## src/rtl/dram_arbiter_if.sv

```systemverilog
// Bundled cache-side, DRAM-side and status signals of dram_arbiter.
// slave = arbiter view, master = surrounding caches/FIFO view.
interface dram_arbiter_if #(
  parameter int ADDR_W = 27,
  parameter int DATA_W = 128
);
  logic              m0_req_valid;
  logic              m0_req_ready;
  logic              m0_req_we;
  logic [ADDR_W-1:0] m0_req_addr;
  logic [DATA_W-1:0] m0_req_wdata;
  logic              m0_resp_valid;
  logic [DATA_W-1:0] m0_resp_rdata;
  logic              m1_req_valid;
  logic              m1_req_ready;
  logic              m1_req_we;
  logic [ADDR_W-1:0] m1_req_addr;
  logic [DATA_W-1:0] m1_req_wdata;
  logic              m1_resp_valid;
  logic [DATA_W-1:0] m1_resp_rdata;
  logic              dram_req_valid;
  logic              dram_req_ready;
  logic              dram_req_we;
  logic [ADDR_W-1:0] dram_req_addr;
  logic [DATA_W-1:0] dram_req_wdata;
  logic              dram_resp_valid;
  logic [DATA_W-1:0] dram_resp_rdata;
  logic              busy;
  logic              owner;
  logic              err;

  modport slave (
    input  m0_req_valid, m0_req_we, m0_req_addr, m0_req_wdata,
    output m0_req_ready, m0_resp_valid, m0_resp_rdata,
    input  m1_req_valid, m1_req_we, m1_req_addr, m1_req_wdata,
    output m1_req_ready, m1_resp_valid, m1_resp_rdata,
    output dram_req_valid, dram_req_we, dram_req_addr, dram_req_wdata,
    input  dram_req_ready, dram_resp_valid, dram_resp_rdata,
    output busy, owner, err
  );

  modport master (
    output m0_req_valid, m0_req_we, m0_req_addr, m0_req_wdata,
    input  m0_req_ready, m0_resp_valid, m0_resp_rdata,
    output m1_req_valid, m1_req_we, m1_req_addr, m1_req_wdata,
    input  m1_req_ready, m1_resp_valid, m1_resp_rdata,
    input  dram_req_valid, dram_req_we, dram_req_addr, dram_req_wdata,
    output dram_req_ready, dram_resp_valid, dram_resp_rdata,
    input  busy, owner, err
  );
endinterface

```

## src/rtl/dram_arbiter.sv

```systemverilog
// Two-port round-robin arbiter for the DRAM request channel, one transaction in flight.
// Optional read-response watchdog enabled by defining DRAM_ARB_WATCHDOG_EN.
module dram_arbiter #(
  parameter int ADDR_W      = 27,
  parameter int DATA_W      = 128,
  parameter int WDOG_CYCLES = 1023
) (
  input  logic           clk,
  input  logic           rst,
  dram_arbiter_if.slave  bus
);
  typedef enum logic [1:0] {
    S_IDLE  = 2'd0,
    S_ISSUE = 2'd1,
    S_WAIT  = 2'd2
  } state_t;

  state_t            r_state;
  state_t            w_next;
  logic              r_prio;
  logic              r_owner;
  logic              r_we;
  logic [ADDR_W-1:0] r_addr;
  logic [DATA_W-1:0] r_wdata;
  logic              r_resp0;
  logic              r_resp1;
  logic [DATA_W-1:0] r_rdata0;
  logic [DATA_W-1:0] r_rdata1;
  logic              w_winner;
  logic              w_grant;
  logic              w_resp_take;
  logic              w_timeout;
  logic              w_wdog_hit;
  logic              w_done;

  // Both valid: the priority pointer decides; otherwise the lone requester wins.
  assign w_winner = (bus.m0_req_valid & bus.m1_req_valid) ? r_prio : bus.m1_req_valid;
  assign w_grant  = (r_state == S_IDLE) & (bus.m0_req_valid | bus.m1_req_valid) & ~rst;
  assign w_done   = w_resp_take | w_timeout;

  assign bus.m0_req_ready   = w_grant & ~w_winner;
  assign bus.m1_req_ready   = w_grant & w_winner;
  assign bus.dram_req_valid = (r_state == S_ISSUE);
  assign bus.dram_req_we    = r_we;
  assign bus.dram_req_addr  = r_addr;
  assign bus.dram_req_wdata = r_wdata;
  assign bus.m0_resp_valid  = r_resp0;
  assign bus.m0_resp_rdata  = r_rdata0;
  assign bus.m1_resp_valid  = r_resp1;
  assign bus.m1_resp_rdata  = r_rdata1;
  assign bus.busy           = (r_state != S_IDLE);
  assign bus.owner          = r_owner;

`ifdef DRAM_ARB_WATCHDOG_EN
  localparam int CNT_W = $clog2(WDOG_CYCLES + 1);
  logic [CNT_W-1:0] r_wdog_cnt;
  logic             r_err;

  assign w_wdog_hit = (r_wdog_cnt == CNT_W'(WDOG_CYCLES));
  assign bus.err    = r_err;

  // Watchdog counter (cleared while issuing, so it starts at 0 in WAIT) and sticky error.
  always_ff @(posedge clk or posedge rst) begin
    if (rst) begin
      r_wdog_cnt <= '0;
      r_err      <= 1'b0;
    end else begin
      if (r_state == S_ISSUE) begin
        r_wdog_cnt <= '0;
      end else if (r_state == S_WAIT) begin
        r_wdog_cnt <= r_wdog_cnt + CNT_W'(1);
      end
      if (w_timeout) begin
        r_err <= 1'b1;
      end
    end
  end
`else
  logic w_unused;
  assign w_unused   = (WDOG_CYCLES == 0);
  assign w_wdog_hit = 1'b0;
  assign bus.err    = 1'b0;
`endif

  // Next-state logic; a real response beats a watchdog hit in the same cycle.
  always_comb begin
    w_next      = r_state;
    w_resp_take = 1'b0;
    w_timeout   = 1'b0;
    case (r_state)
      S_IDLE: begin
        if (w_grant) w_next = S_ISSUE;
        else         w_next = S_IDLE;
      end
      S_ISSUE: begin
        if (bus.dram_req_ready) w_next = r_we ? S_IDLE : S_WAIT;
        else                    w_next = S_ISSUE;
      end
      S_WAIT: begin
        if (bus.dram_resp_valid) begin
          w_resp_take = 1'b1;
          w_next      = S_IDLE;
        end else if (w_wdog_hit) begin
          w_timeout = 1'b1;
          w_next    = S_IDLE;
        end else begin
          w_next = S_WAIT;
        end
      end
      default: w_next = S_IDLE;
    endcase
  end

  // State, latched request, round-robin pointer and registered responses.
  always_ff @(posedge clk or posedge rst) begin
    if (rst) begin
      r_state  <= S_IDLE;
      r_prio   <= 1'b0;
      r_owner  <= 1'b0;
      r_we     <= 1'b0;
      r_addr   <= '0;
      r_wdata  <= '0;
      r_resp0  <= 1'b0;
      r_resp1  <= 1'b0;
      r_rdata0 <= '0;
      r_rdata1 <= '0;
    end else begin
      r_state <= w_next;
      if (w_grant) begin
        r_we    <= w_winner ? bus.m1_req_we    : bus.m0_req_we;
        r_addr  <= w_winner ? bus.m1_req_addr  : bus.m0_req_addr;
        r_wdata <= w_winner ? bus.m1_req_wdata : bus.m0_req_wdata;
        r_owner <= w_winner;
        r_prio  <= ~w_winner;
      end
      r_resp0 <= w_done & ~r_owner;
      r_resp1 <= w_done & r_owner;
      if (w_done & ~r_owner) begin
        r_rdata0 <= w_resp_take ? bus.dram_resp_rdata : '0;
      end
      if (w_done & r_owner) begin
        r_rdata1 <= w_resp_take ? bus.dram_resp_rdata : '0;
      end
    end
  end
endmodule

```

## src/flat_wrapper.sv

```systemverilog
// flat-port wrapper written by rule: the top's interface ports become plain ports
module dram_arbiter_flat 
#(
  parameter int ADDR_W      = 27,
  parameter int DATA_W      = 128,
  parameter int WDOG_CYCLES = 1023
)
  (clk, rst, bus_m0_req_valid, bus_m0_req_we, bus_m0_req_addr, bus_m0_req_wdata, bus_m0_req_ready, bus_m0_resp_valid, bus_m0_resp_rdata, bus_m1_req_valid, bus_m1_req_we, bus_m1_req_addr, bus_m1_req_wdata, bus_m1_req_ready, bus_m1_resp_valid, bus_m1_resp_rdata, bus_dram_req_valid, bus_dram_req_we, bus_dram_req_addr, bus_dram_req_wdata, bus_dram_req_ready, bus_dram_resp_valid, bus_dram_resp_rdata, bus_busy, bus_owner, bus_err);
  dram_arbiter_if #(.ADDR_W(ADDR_W), .DATA_W(DATA_W)) bus_i ();
  input  logic clk;
  input  logic rst;
  input wire logic [$bits(bus_i.m0_req_valid)-1:0] bus_m0_req_valid;
  input wire logic [$bits(bus_i.m0_req_we)-1:0] bus_m0_req_we;
  input wire logic [$bits(bus_i.m0_req_addr)-1:0] bus_m0_req_addr;
  input wire logic [$bits(bus_i.m0_req_wdata)-1:0] bus_m0_req_wdata;
  output wire logic [$bits(bus_i.m0_req_ready)-1:0] bus_m0_req_ready;
  output wire logic [$bits(bus_i.m0_resp_valid)-1:0] bus_m0_resp_valid;
  output wire logic [$bits(bus_i.m0_resp_rdata)-1:0] bus_m0_resp_rdata;
  input wire logic [$bits(bus_i.m1_req_valid)-1:0] bus_m1_req_valid;
  input wire logic [$bits(bus_i.m1_req_we)-1:0] bus_m1_req_we;
  input wire logic [$bits(bus_i.m1_req_addr)-1:0] bus_m1_req_addr;
  input wire logic [$bits(bus_i.m1_req_wdata)-1:0] bus_m1_req_wdata;
  output wire logic [$bits(bus_i.m1_req_ready)-1:0] bus_m1_req_ready;
  output wire logic [$bits(bus_i.m1_resp_valid)-1:0] bus_m1_resp_valid;
  output wire logic [$bits(bus_i.m1_resp_rdata)-1:0] bus_m1_resp_rdata;
  output wire logic [$bits(bus_i.dram_req_valid)-1:0] bus_dram_req_valid;
  output wire logic [$bits(bus_i.dram_req_we)-1:0] bus_dram_req_we;
  output wire logic [$bits(bus_i.dram_req_addr)-1:0] bus_dram_req_addr;
  output wire logic [$bits(bus_i.dram_req_wdata)-1:0] bus_dram_req_wdata;
  input wire logic [$bits(bus_i.dram_req_ready)-1:0] bus_dram_req_ready;
  input wire logic [$bits(bus_i.dram_resp_valid)-1:0] bus_dram_resp_valid;
  input wire logic [$bits(bus_i.dram_resp_rdata)-1:0] bus_dram_resp_rdata;
  output wire logic [$bits(bus_i.busy)-1:0] bus_busy;
  output wire logic [$bits(bus_i.owner)-1:0] bus_owner;
  output wire logic [$bits(bus_i.err)-1:0] bus_err;
  assign bus_i.m0_req_valid = bus_m0_req_valid;
  assign bus_i.m0_req_we = bus_m0_req_we;
  assign bus_i.m0_req_addr = bus_m0_req_addr;
  assign bus_i.m0_req_wdata = bus_m0_req_wdata;
  assign bus_m0_req_ready = bus_i.m0_req_ready;
  assign bus_m0_resp_valid = bus_i.m0_resp_valid;
  assign bus_m0_resp_rdata = bus_i.m0_resp_rdata;
  assign bus_i.m1_req_valid = bus_m1_req_valid;
  assign bus_i.m1_req_we = bus_m1_req_we;
  assign bus_i.m1_req_addr = bus_m1_req_addr;
  assign bus_i.m1_req_wdata = bus_m1_req_wdata;
  assign bus_m1_req_ready = bus_i.m1_req_ready;
  assign bus_m1_resp_valid = bus_i.m1_resp_valid;
  assign bus_m1_resp_rdata = bus_i.m1_resp_rdata;
  assign bus_dram_req_valid = bus_i.dram_req_valid;
  assign bus_dram_req_we = bus_i.dram_req_we;
  assign bus_dram_req_addr = bus_i.dram_req_addr;
  assign bus_dram_req_wdata = bus_i.dram_req_wdata;
  assign bus_i.dram_req_ready = bus_dram_req_ready;
  assign bus_i.dram_resp_valid = bus_dram_resp_valid;
  assign bus_i.dram_resp_rdata = bus_dram_resp_rdata;
  assign bus_busy = bus_i.busy;
  assign bus_owner = bus_i.owner;
  assign bus_err = bus_i.err;
  dram_arbiter #(.ADDR_W(ADDR_W), .DATA_W(DATA_W), .WDOG_CYCLES(WDOG_CYCLES)) u_core (.clk(clk), .rst(rst), .bus(bus_i));
endmodule
```

## config.mk

```make
export PLATFORM = sky130hd
export DESIGN_NAME = dram_arbiter_flat
export DESIGN_NICKNAME = d
export VERILOG_FILES = /design/src/rtl/dram_arbiter_if.sv /design/src/rtl/dram_arbiter.sv /design/src/flat_wrapper.sv
export SDC_FILE = /design/constraint.sdc
export NUM_CORES = 1
export LEC_CHECK = 0
export ABC_CLOCK_PERIOD_IN_PS = 22200
export CAP_MARGIN = 40
export CELL_PAD_IN_SITES_DETAIL_PLACEMENT = 1
export CELL_PAD_IN_SITES_GLOBAL_PLACEMENT = 1
export CORE_AREA = 2 2 340 342
export DETAILED_ROUTE_END_ITERATION = 7
export DIE_AREA = 0 0 342 344
export DONT_BUFFER_PORTS = 1
export GPL_TIMING_DRIVEN = 0
export PLACE_DENSITY_LB_ADDON = 0.1
export SYNTH_ARGS = -nofsm -noshare
export SYNTH_HDL_FRONTEND = slang
export SYNTH_SLANG_ARGS = --single-unit
```

## constraint.sdc

```tcl
create_clock -name clk -period 22.2 [get_ports clk]
set_clock_uncertainty 0.1 [all_clocks]
set_input_delay 5.55 -clock clk [delete_from_list [all_inputs] [get_ports clk]]
set_output_delay 5.55 -clock clk [all_outputs]
set_load 0.01 [all_outputs]
```

==> results_dict.tcl <==
set metrics [dict create \
    cts.repair.resized 0 \
    start_kind "input port" \
    die-area_um2 117600 \
    avgRoutedWirePerCell_um 28.64 \
    start_util_pct 14.59 \
    num_vias 10640 \
    die-height_um 344 \
    clk_pin_slew_ns 0.06 \
    clock_path_buffers 3 \
    synth_warnings 0 \
    outcome "complete, no violations" \
    synthesis.area_um2 16620 \
    numCtsBuffers 54 \
    finalNonFillerCells 2734 \
    critPathKind "in -> out" \
    grt_pass1_wl_um 105700 \
    powerDensity_nw_per_um2 152.9 \
    ys_seq_area_share_pct 62.94 \
    cp_slowest_cell "clkbuf_1" \
    cp.required_ns 16.55 \
    path_delay_family "buffers and inverters" \
    swShare_pct 36.64 \
    ys_types 25 \
    cp.arrival_ns 6.81 \
    path_buf_inv 2 \
    htreeDepth 2 \
    path_cells "nand2b_1 > clkbuf_1 > clkbuf_1 > and2_1" \
    drtPass1Iterations 4 \
    antenna_found_initial 33 \
    min_from "u_core.r_prio" \
    netlist_top_cells_area "dfrtp_1 (63%), mux2_2 (17%), a221o_1 (9.4%)" \
    cts_tree "yes" \
    ys_async_sr_fraction_pct 100.0 \
    intPower_w 0.001981 \
    r2r_slack_ns 19.64 \
    worstSkewPairLatency_ns 0.63 \
    yosysTopAreaCellShare_pct 62.94 \
    synthMostInstantiatedCell "dfrtp_1" \
    root_buffer "clkbuf_16" \
    r2r_start "u_core.r_state[1]" \
    clkPwrFrac_pct 28.6 \
    rr_worst_depth 5 \
    max_slew_margin_pct 45.85 \
    die_x_um 342 \
    critPathMaxStageDelay_ns 0.40 \
    grt_max_degree 115 \
    synth_top_area_cell "dfrtp_1" \
    worst_pin_slew_ns 0.8122 \
    core_area_um2 113900 \
    crit_start "bus_m0_req_valid" \
    portBuffers 0 \
    finalHoldViolations 0 \
    dr.first_iter.drc_count 456 \
    pwr-share-seq_pct 51.7 \
    place_inst 2627 \
    syn_nets 1553 \
    ys_ff_latch 418 \
    fin_crit_sh_pct 56.14 \
    grt_overflow 0 \
    drcViolationCount 0 \
    max_freq_mhz 80.24 \
    synth_flop_cell "dfrtp_1" \
    cts_sinks 418 \
    routed_wl_um 78290 \
    synthCells 1107 \
    cp-end-kind "output port" \
    worstPathMaxFanout 10 \
    setup_viol_count_final 0 \
    rsz0062_at_grt "no" \
    min_to "u_core.r_prio" \
    grt_pass1_vias 12120 \
    syn2layout_area_growth_pct 23.08 \
    drt.antenna.violating_nets 0 \
    ios 866 \
    rr_endpoint "u_core.bus.m0_resp_rdata[47]" \
    min_period_ns 12.46 \
    hold_path_depth 1 \
    hold_buffers 0 \
    routed_via_density 3.891 \
    fin_hold_ws_ns 0.4180 \
    p_sw_w 0.001146 \
    gp_congestion 0.7670 \
    critPathMostFrequentCell "clkbuf_1" \
    cts_setup_buffers 0 \
    place_hpwl_um 61590 \
    drv_slew 0 \
    ir_worst_vdd_v 0.00005164 \
    synth_edf_count 0 \
    maxCapViolations 0 \
    hp-class "reg -> reg" \
    grt_usage_pct 12.77 \
    avgSynthCellArea_um2 15.01 \
    p_leak_nw 9.229 \
    nets 1617 \
    combPwrFrac_pct 19.8 \
    layout-drive-gt1-share_pct 34.90 \
    netlist_top_cells_count "dfrtp_1 (418), mux2_2 (255), and3_1 (157)" \
    fp-row-count 124 \
]
## state kept, by name, summed over array words and instances (netlist names)
signal and flops:
u_core.bus.dram_req_addr 27, u_core.bus.dram_req_wdata 128, u_core.bus.dram_req_we 1, u_core.bus.m0_resp_rdata 128, u_core.bus.m0_resp_valid 1, u_core.bus.m1_resp_rdata 128, u_core.bus.m1_resp_valid 1, u_core.bus.owner 1
u_core.r_prio 1, u_core.r_state 2
## kinds of logic (layout without fill, tap and decap cells)
family | count (synthesis) | in the layout | share of synthesized area, %
other | 1 | 14 | 0.02256
muxes | 256 | 256 | 17.35
buffers and inverters | 102 | 204 | 3.576
AOI/OAI and AO/OA | 161 | 161 | 9.614
and+or+nand+nor | 169 | 169 | 6.505
DFF | 418 | 418 | 62.94
## metrics by stage
stage                     setup slack [ns]  utilization (%)  TNS (ns)  cell area (µm²)  power [W]
final                                9.737            17.96         0            20460   0.003127
after global routing                 9.617            17.95         0            20440   0.003318
after CTS                            9.708            17.93         0            20420   0.003207
after detailed placement             9.708            16.38         0            18660   0.002280
after global placement              -1.250            16.26   -485.51            18510   0.002261
after floorplan                      4.915                -         0            16620   0.001933
## metal layers
| metal | GRT usage (%) | vias up | share of wire, % |
|---|---|---|---|
| li1 | - | 4356 | - |
| met1 | 12.41 | 5484 | 32 |
| met2 | 22.82 | 642 | 51 |
| met3 | 7.468 | 145 | 14 |
| met4 | 3.692 | 10 | 2.6 |
| met5 | 0 | - | 0.072 |
## power groups by stage
stage | registers [W] | logic [W] | clock network [W]
6_report | 0.00162 | 0.000618 | 0.000893
5_1_grt | 0.00167 | 0.000686 | 0.000960
4_1_cts | 0.00164 | 0.000637 | 0.000934
3_5_place_dp | 0.00164 | 0.000638 | 0
3_3_place_gp | 0.00165 | 0.000607 | 0
2_1_floorplan | 0.00145 | 0.000487 | 0
## area by class of cell
type                    count  area, µm²
diodes                     13      32.53
multi-input cells         587       5565
plain buffers              99      583.1
clock inverters            12      178.9
flip-flops and latches    418      10460
repair buffers              8      138.9
inverters                   3      18.77
fillers                 12680      93420
clock buffers              82       1587
well taps                1512       1892
## how the worst max path moves through the flow
stage	end	slack, ns	cells past startpoint
2_1_floorplan	u_core.bus.dram_req_addr[0]	4.92	1
3_3_place_gp	u_core.bus.m1_resp_rdata[83]	-1.25	1
3_5_place_dp	bus_m1_req_ready	9.71	4
4_1_cts	bus_m1_req_ready	9.71	4
5_1_grt	bus_m1_req_ready	9.62	4
6_report	bus_m1_req_ready	9.74	4
## cell usage in the layout, fill, tap and decap left out, types with 2 or more instances in the layout
cell type,count
clkinv_2,5
nand2_1,2
buf_6,16
buf_4,16
buf_2,43
diode_2,13
buf_16,3
dfrtp_1,418
bufinv_16,3
a21o_1,2
mux2_2,255
inv_16,2
nand2b_1,2
a221o_1,156
inv_1,2
and3_1,157
nor3_2,2
clkbuf_16,54
clkbuf_8,13
clkbuf_1,40
clkbuf_2,3
Note: power is estimated with default switching activity, not from simulation.
==> RTL edit (same settings) <==
`ADDR_W` is set to 27 in 3 places; all go to 35.
--- a/src/rtl/dram_arbiter_if.sv
+++ b/src/rtl/dram_arbiter_if.sv
@@ -3,3 +3,3 @@
 interface dram_arbiter_if #(
-  parameter int ADDR_W = 27,
+  parameter int ADDR_W = 35,
   parameter int DATA_W = 128
--- a/src/rtl/dram_arbiter.sv
+++ b/src/rtl/dram_arbiter.sv
@@ -3,3 +3,3 @@
 module dram_arbiter #(
-  parameter int ADDR_W      = 27,
+  parameter int ADDR_W      = 35,
   parameter int DATA_W      = 128,
--- a/src/flat_wrapper.sv
+++ b/src/flat_wrapper.sv
@@ -3,3 +3,3 @@
 #(
-  parameter int ADDR_W      = 27,
+  parameter int ADDR_W      = 35,
   parameter int DATA_W      = 128,
Interface: changed (resized bus_dram_req_addr, bus_m0_req_addr and bus_m1_req_addr); port bits go from 866 to 890. No check against the original RTL was run, so the function may have changed too.
==> RTL edit against the original RTL <==
- die area unchanged
- largest cell class unchanged
- synthesized area rose by 1.5%
- design area rose by 0.99%
- wire length rose by 0.44%
- sequential cell count rose by 8
- critical endpoint unchanged
- highest routed layer unchanged
- power grew 0.56%
- setup slack improved by 0.26 ns
- core utilization is 0.18 points higher
==> RTL edit: results (changes against the original RTL) <==
Synthesis
The adder and majority gate portion of the synthesized area is 0% (unchanged). The fraction of registers with async set/reset is 100.0% (unchanged). The mux share of post-synthesis cell area came to 17.09% (-0.26 points).

The net count after synthesis is 1596 (+2.8%). The sequential fraction of the synthesis area is 63.20% (+0.26 points). Counting instances in the post-synthesis netlist gives the leading cell types as 426 x sky130_fd_sc_hd__dfrtp_1, 256 x sky130_fd_sc_hd__mux2_2, 164 x sky130_fd_sc_hd__a221o_1, 164 x sky130_fd_sc_hd__and3_1, 53 x sky130_fd_sc_hd__buf_2. The number of warning messages in the yosys log is 0 (unchanged).

The post-synthesis compound-gate area fraction is 9.969% (+0.36 points). The number of unique standard cell types used by synthesis is 25 (unchanged). By area the synthesized netlist is led by sky130_fd_sc_hd__dfrtp_1 63%, sky130_fd_sc_hd__mux2_2 17%, sky130_fd_sc_hd__a221o_1 9.7%.

Outcome
The flow ran to the end, and the final reports show no timing, DRC or antenna violations.

GRT
The largest net degree at the start of global routing is 109 (-5.2%). The via count of the first global-routing pass came to 12.05k (-0.55%). The global-route usage over all layers came to 12.71% (-0.068 points). The first-pass GRT wire length came to 105300 um (-0.36%). The global-route met1 utilization came to 12.69% (+0.28 points).

The initial antenna violation count is 39 (+18%). The met3 layer usage reported by global route is 7.093% (-0.37 points). The met2 capacity usage during global routing is 22.78% (-0.038 points).

Finish
The filler cell count in the final layout is 12.67k (-0.039%). The fraction of final layout cells sized beyond drive strength 1 is 33.14% (-1.8 points). The number of nets in the final layout is 1657 (+2.5%).

Route
The total number of vias was 10.87k (+2.2%). The number of DRC markers in iteration 0 came to 411 (-9.9%). The detailed route wirelength on metal3 is 10720 um (-1.3%). The routed length on met2 came to 39810 um (-0.76%). The final routed wire length divided by cell count came to 28.54 um (-0.33%). The first-pass iteration count of the detailed router is 4 (unchanged). The wire length on met1 is 25770 um (+2.3%). In this run the top signal layer used is met5.

Placement
The global placement routability congestion is 0.7977 (+4.0%). The count of input and output buffers is 0 (unchanged). The half-perimeter wire length of the detailed placement result is 62060 um (+0.77%).

Clock network
The clock input transition at the sequential cells of the worst setup and hold paths is 0.06 ns (about the same). The H-tree depth reported by CTS is 2 (unchanged). The master cell of the clock root buffer is sky130_fd_sc_hd__clkbuf_16. The total clock buffers created by CTS was 54 (unchanged). The clock latency of the later-clocked register in the worst-skew pair was 0.63 ns (about the same). The number of gates resized after cts is 0 (unchanged).

STA
The transition time at the pin with the least slew margin is 0.6965 ns (-0.1157 ns). The number of endpoints failing setup at the final stage is 0 (unchanged).

Critical path
The cell family contributing the most delay on the critical path is simple AND/OR/NAND/NOR gates. The delay of the slowest cell on the worst path was 0.49 ns (+0.09 ns). The worst reg-to-reg path cell count came to 6 (+1). The endpoint arrival time on the critical path is 6.56 ns (-0.25 ns). The slowest stage of the critical path belongs to the cell sky130_fd_sc_hd__and2_1.

Pwr
The largest vdd supply drop came to 0.05305 mV (+2.7%). The leakage power is 0.009325 uW (+1.0%). The total power is 3144 uW (+0.56%).

Min path
The worst hold-check path type is flop to flop.
RTL edit: area by class of cell:
type / instances / share of cell area (%)
inverter: 3 / 0.09085
buffer: 102 / 2.411
clock buffer: 87 / 7.819
tap: 1512 / 9.157
clock inverter: 8 / 0.6359
multi-input combinational: 603 / 27.59
antenna: 9 / 0.1090
sequential: 426 / 51.60
timing repair buffer: 5 / 0.5875
RTL edit: stage by stage:
step | utilization, % | hold slack [ns] | cell area [um2] | cells | setup slack, ns
2_1_floorplan | - | 0.3631 | 16870 | 1134 | 4.688
3_3_place_gp | 16.47 | 0.4064 | 18760 | 2646 | -1.845
3_5_place_dp | 16.59 | 0.4086 | 18890 | 2651 | 9.884
4_1_cts | 18.12 | 0.4270 | 20640 | 2746 | 9.879
5_1_grt | 18.13 | 0.4511 | 20650 | 2752 | 9.860
6_report | 18.14 | 0.4209 | 20660 | 2755 | 9.994
RTL edit: final timing paths:
path                                                              to                   startpoint  slack, ns
min in group asynchronous    u_core.bus.dram_req_addr[2]$_DFFE_PP0N_                          rst       4.66
max in group asynchronous   u_core.bus.m1_resp_rdata[69]$_DFFE_PP0P_                          rst      15.84
hold / removal                             u_core.r_prio$_DFFE_PP0N_    u_core.r_prio$_DFFE_PP0N_       0.42
setup / recovery                                    bus_m1_req_ready             bus_m0_req_valid       9.99
setup reg to reg           u_core.bus.dram_req_wdata[36]$_DFFE_PP0N_  u_core.r_state[0]$_DFF_PP0_      19.72
hold reg to reg                            u_core.r_prio$_DFFE_PP0N_    u_core.r_prio$_DFFE_PP0N_       0.42
RTL edit: report_power, final:
| group | total, uW | switching [uW] | internal (uW) |
|---|---|---|---|
| sequential | 1650 | 521 | 1130 |
| combinational | 614 | 268 | 347 |
| clock | 881 | 362 | 519 |
